===== src/rtl/bar_handshake_rr_arbiter.sv =====
// bar_handshake_rr_arbiter: round-robin arbiter sharing one registered
// ready/valid operand slot among N_REQ requesters, forwarding the winner index.
module bar_handshake_rr_arbiter #(
    parameter int N_REQ = 3,
    parameter int WIDTH = 5,
    localparam int ID_W = (N_REQ > 2) ? $clog2(N_REQ) : 1
) (
    input  logic                   CLK,
    input  logic                   ASYNCRESETN,
    input  logic [N_REQ-1:0]       req_valid,
    output logic [N_REQ-1:0]       req_ready,
    input  logic [N_REQ*WIDTH-1:0] req_in1,
    input  logic [N_REQ*WIDTH-1:0] req_in2,
    output logic                   out_valid,
    input  logic                   out_ready,
    output logic [WIDTH-1:0]       out_in1,
    output logic [WIDTH-1:0]       out_in2,
    output logic [ID_W-1:0]        out_id,
    output logic [15:0]            xfer_count
);
    logic [ID_W-1:0]  ptr;
    logic [ID_W-1:0]  win;
    logic [ID_W-1:0]  ptr_nxt;
    logic [WIDTH-1:0] pay1;
    logic [WIDTH-1:0] pay2;
    logic             slot_free;
    logic             any_valid;
    logic             load;

    assign slot_free = !out_valid || out_ready;
    assign any_valid = |req_valid;
    assign load      = slot_free && any_valid;
    assign ptr_nxt   = (int'(win) == N_REQ - 1) ? '0 : win + 1'b1;
    // reset gating keeps ready low while the slot is held in reset
    assign req_ready = (load && ASYNCRESETN) ? (N_REQ'(1) << win) : '0;

    // scanning downward lets the candidate closest to ptr overwrite the others
    always_comb begin
        win  = ptr;
        pay1 = '0;
        pay2 = '0;
        for (int k = N_REQ - 1; k >= 0; k--)
            if (req_valid[ID_W'((int'(ptr) + k) % N_REQ)]) win = ID_W'((int'(ptr) + k) % N_REQ);
        for (int i = 0; i < N_REQ; i++)
            if (win == ID_W'(i)) begin
                pay1 = req_in1[i*WIDTH +: WIDTH];
                pay2 = req_in2[i*WIDTH +: WIDTH];
            end
    end

    always_ff @(posedge CLK or negedge ASYNCRESETN) begin
        if (!ASYNCRESETN) begin
            out_valid  <= 1'b0;
            out_in1    <= '0;
            out_in2    <= '0;
            out_id     <= '0;
            ptr        <= '0;
            xfer_count <= '0;
        end else begin
            if (load) begin
                out_valid <= 1'b1;
                out_in1   <= pay1;
                out_in2   <= pay2;
                out_id    <= win;
                ptr       <= ptr_nxt;
            end else if (out_ready) begin
                out_valid <= 1'b0;
            end
            if (out_valid && out_ready) xfer_count <= xfer_count + 16'd1;
        end
    end
endmodule


===== config.mk =====
export PLATFORM = sky130hd
export DESIGN_NAME = bar_handshake_rr_arbiter
export DESIGN_NICKNAME = d
export VERILOG_FILES = /design/src/rtl/bar_handshake_rr_arbiter.sv
export SDC_FILE = /design/constraint.sdc
export NUM_CORES = 1
export LEC_CHECK = 0
export ABC_CLOCK_PERIOD_IN_PS = 6300
export CELL_PAD_IN_SITES_DETAIL_PLACEMENT = 2
export CELL_PAD_IN_SITES_GLOBAL_PLACEMENT = 2
export CORE_MARGIN = 2
export CORE_UTILIZATION = 29
export DETAILED_ROUTE_END_ITERATION = 6
export PLACE_DENSITY = 0.89
export SYNTH_ARGS = -nofsm -noshare
export SYNTH_HDL_FRONTEND = slang
export SYNTH_SLANG_ARGS = --single-unit

===== constraint.sdc =====
create_clock -name CLK -period 6.3 [get_ports CLK]
set_input_delay 1.26 -clock CLK [delete_from_list [all_inputs] [get_ports CLK]]
set_output_delay 1.26 -clock CLK [all_outputs]
set_load 0.005 [all_outputs]

==> run metrics <==
RSZ-0062 raised after global routing no; vias in the first global route 2,127; Post-Syn Area 2040 sq um; final instance area 2880 sq um; Core ar. 6790 sq um; hold buffers post-CTS 0; crit end category output port; Clock Sinks 31; Slowest cell on crit path o22a_1; synthesis-stage register bit count 31; number of nets still failing antenna checks after routing 0; final hold violations 0; pins over their slew limit 0; share of cells above drive strength 1 7.94%; Die H 87.9 microns; CTS max path bufs 2; DP HPWL 5.07 mm; final worst path period share 83.7%; detailed-route via count 1,971; Max Cap Viol 0; H-tree depth 2; IO Port Bufs 67; CP max stage delay 610 ps; worst path cell trace clkdlybuf4s50_1 > a22oi_1 > o22a_1 > o21a_1 > nor2_1 > nor2_1 > clkdlybuf4s50_1; critical path peak fanout 21; Highest Clock Rate 190 MHz; Buf/Inv on CP 2; initial antenna violation count 0; pin count of the biggest net entering global routing 22; ant diodes 0; Setup violations, final 0; Reg clk slew, reported paths 60 ps; Static Leakage 0.00116 uW; Pwr Density 452 nW/um^2; root buf cell clkbuf_8; Top Ports 68; min Tclk post-route 5270 ps; synth warn 0; Tightest Pin Transition 795 ps; row count 30; Area Growth Syn to Fin 41.3%; Peak VDD IR 0.000195 V; most common flop cell mapped by yosys dfrtp_1; DRC viols 0; area post-placement 2770 sq um; Post-CTS Setup Repair Bufs 0; status completed; Skew-Pair Late Insertion Delay 290 ps; Post-CTS Resized 0; critical path type input port to output port; CP arrival 4010 ps; Final Routed Wirelength 6.58 mm; syn_nets 256; Worst Path Required 5040 ps; Syn Inst Count 216; post-synthesis sequential area ratio 38.0%; asr flop ratio synth 100%; cell family contributing the most delay on the critical path compound AO/OA/AOI/OAI gates; Layout fillers 741; Starting Density 30.0%; Mean Syn Cell Area 9.45 sq um; Slew headroom 45.5%; R2R depth 7; type of the tightest min-delay check register to register; Setup Skew 5.83 ps; die area 7720 sq um; Iter 0 DRT Violations 35; distinct cell type count after synthesis 42; final net count 316; DR vias/cell 5.28; first-pass GRT wire length 10.9 mm; average routed wire per standard cell 17.7 microns; Die W 87.9 microns; Post-synth EDFFs 0; first-pass iteration count of the detailed router 4; total gr overflow 0; CTS tree done; GPL Wtd Cong 0.768; gr usage total 18.1%; Num CTS Buffers 5; Setup TNS Final 0 ps; number of stages on the worst setup path 7; Worst setup SP type input port; WHS Path Cells 1
cell families (layout without fill, tap and decap cells):
family,after synthesis,after routing,share of synthesized area [%]
and+or+nand+nor,58,58,13.8
DFF,31,31,38.0
AOI/OAI and AO/OA,77,77,29.6
muxes,6,6,3.31
xor gates and xnor gates,15,15,6.44
adders and majority gates,4,4,2.45
buffers and inverters,25,86,6.38
cell usage after synthesis, drive strengths merged (2+ instances only):
cell     count  area [sq um]
a21oi        2          10.0
a31oi       10          62.6
buf         13          85.1
clkbuf       6          22.5
dfrtp       31           776
ha           4          50.1
inv          6          22.5
mux2         3          33.8
mux2i        3          33.8
nand2        7          26.3
nand2b       2          12.5
nand3        6          30.0
nand4        5          31.3
nor2        18          67.6
nor3        14          70.1
o211a       11           110
o211ai      11          82.6
o21ai       12          60.1
o2bb2ai     10          87.6
o31ai       10          75.1
xnor2       12           105
xor2         3          26.3
layout make-up:
class / instances / area (sq um) / share of cell area (%)
flip-flops and latches: 31 / 776 / 26.9
clock inverters: 2 / 35.0 / 1.22
multi-input cells: 160 / 1140 / 39.5
inverters: 6 / 22.5 / 0.781
clock buffers: 6 / 82.6 / 2.86
repair buffers: 72 / 708 / 24.6
well taps: 96 / 120 / 4.17
flip-flops by register name, summed over array words and instances, names as in the netlist:
register and cells:
out_in2 5, ptr 2, out_valid 1, out_id 2
out_in1 5, xfer_count 16
cells in the final DEF, fill, tap and decap left out, types with 3 or more instances in the layout:
cell type / count
dfrtp_1: 31
o211a_1: 11
clkbuf_8: 6
xnor2_1: 12
xor2_1: 3
nand4_1: 5
nand3_1: 6
o211ai_1: 11
o21ai_0: 12
o2bb2ai_1: 10
nor2_1: 18
inv_1: 6
nor3_1: 14
mux2_2: 3
clkdlybuf4s50_1: 67
o31ai_1: 10
a31oi_1: 10
nand2_1: 7
ha_1: 4
buf_4: 5
stage by stage:
| stage | hold WS, ps | setup WS, ps | total power [uW] | util [%] | instances |
|---|---|---|---|---|---|
| floorplan | 468 | 2660 | 838 | - | 216 |
| finish | 504 | 1030 | 1300 | 42.4 | 373 |
| global placement | 469 | 1120 | 1060 | 40.7 | 365 |
| detailed placement | 495 | 1020 | 1100 | 40.7 | 365 |
| global route | 517 | 753 | 1410 | 42.4 | 373 |
| CTS | 504 | 1020 | 1320 | 42.4 | 373 |
worst paths after layout:
path	from	to	slack, ps
worst max-delay path	req_valid[2]	req_ready[2]	1030
worst min-delay path	xfer_count[15]$_DFFE_PN0P_	xfer_count[15]$_DFFE_PN0P_	500
worst max register to register	ptr[1]$_DFFE_PN0P_	out_id[0]$_DFFE_PN0P_	3150
worst min register to register	xfer_count[15]$_DFFE_PN0P_	xfer_count[15]$_DFFE_PN0P_	500
max in group asynchronous	ASYNCRESETN	xfer_count[11]$_DFFE_PN0P_	4210
min in group asynchronous	ASYNCRESETN	out_valid$_DFFE_PN0P_	1390
where the power goes:
| part | switching [uW] | total, uW | internal (uW) | leakage (uW) |
|---|---|---|---|---|
| Combinational | 421 | 771 | 350 | 0.000724 |
| Clock | 77.0 | 205 | 128 | 0.0000612 |
| Sequential | 60.0 | 327 | 267 | 0.000375 |
metal layers:
metal  GRT usage (%)  part of all wire, %  routed length, microns  vias up
met5               0                    0                       0        -
met2            30.6                   48                    3170       58
met3            2.92                  4.1                     268       11
li1                -                    -                       -      936
met4            6.15                  2.1                     138        0
met1            23.3                   46                    3010      966
Power figures use the tool's default switching activity.
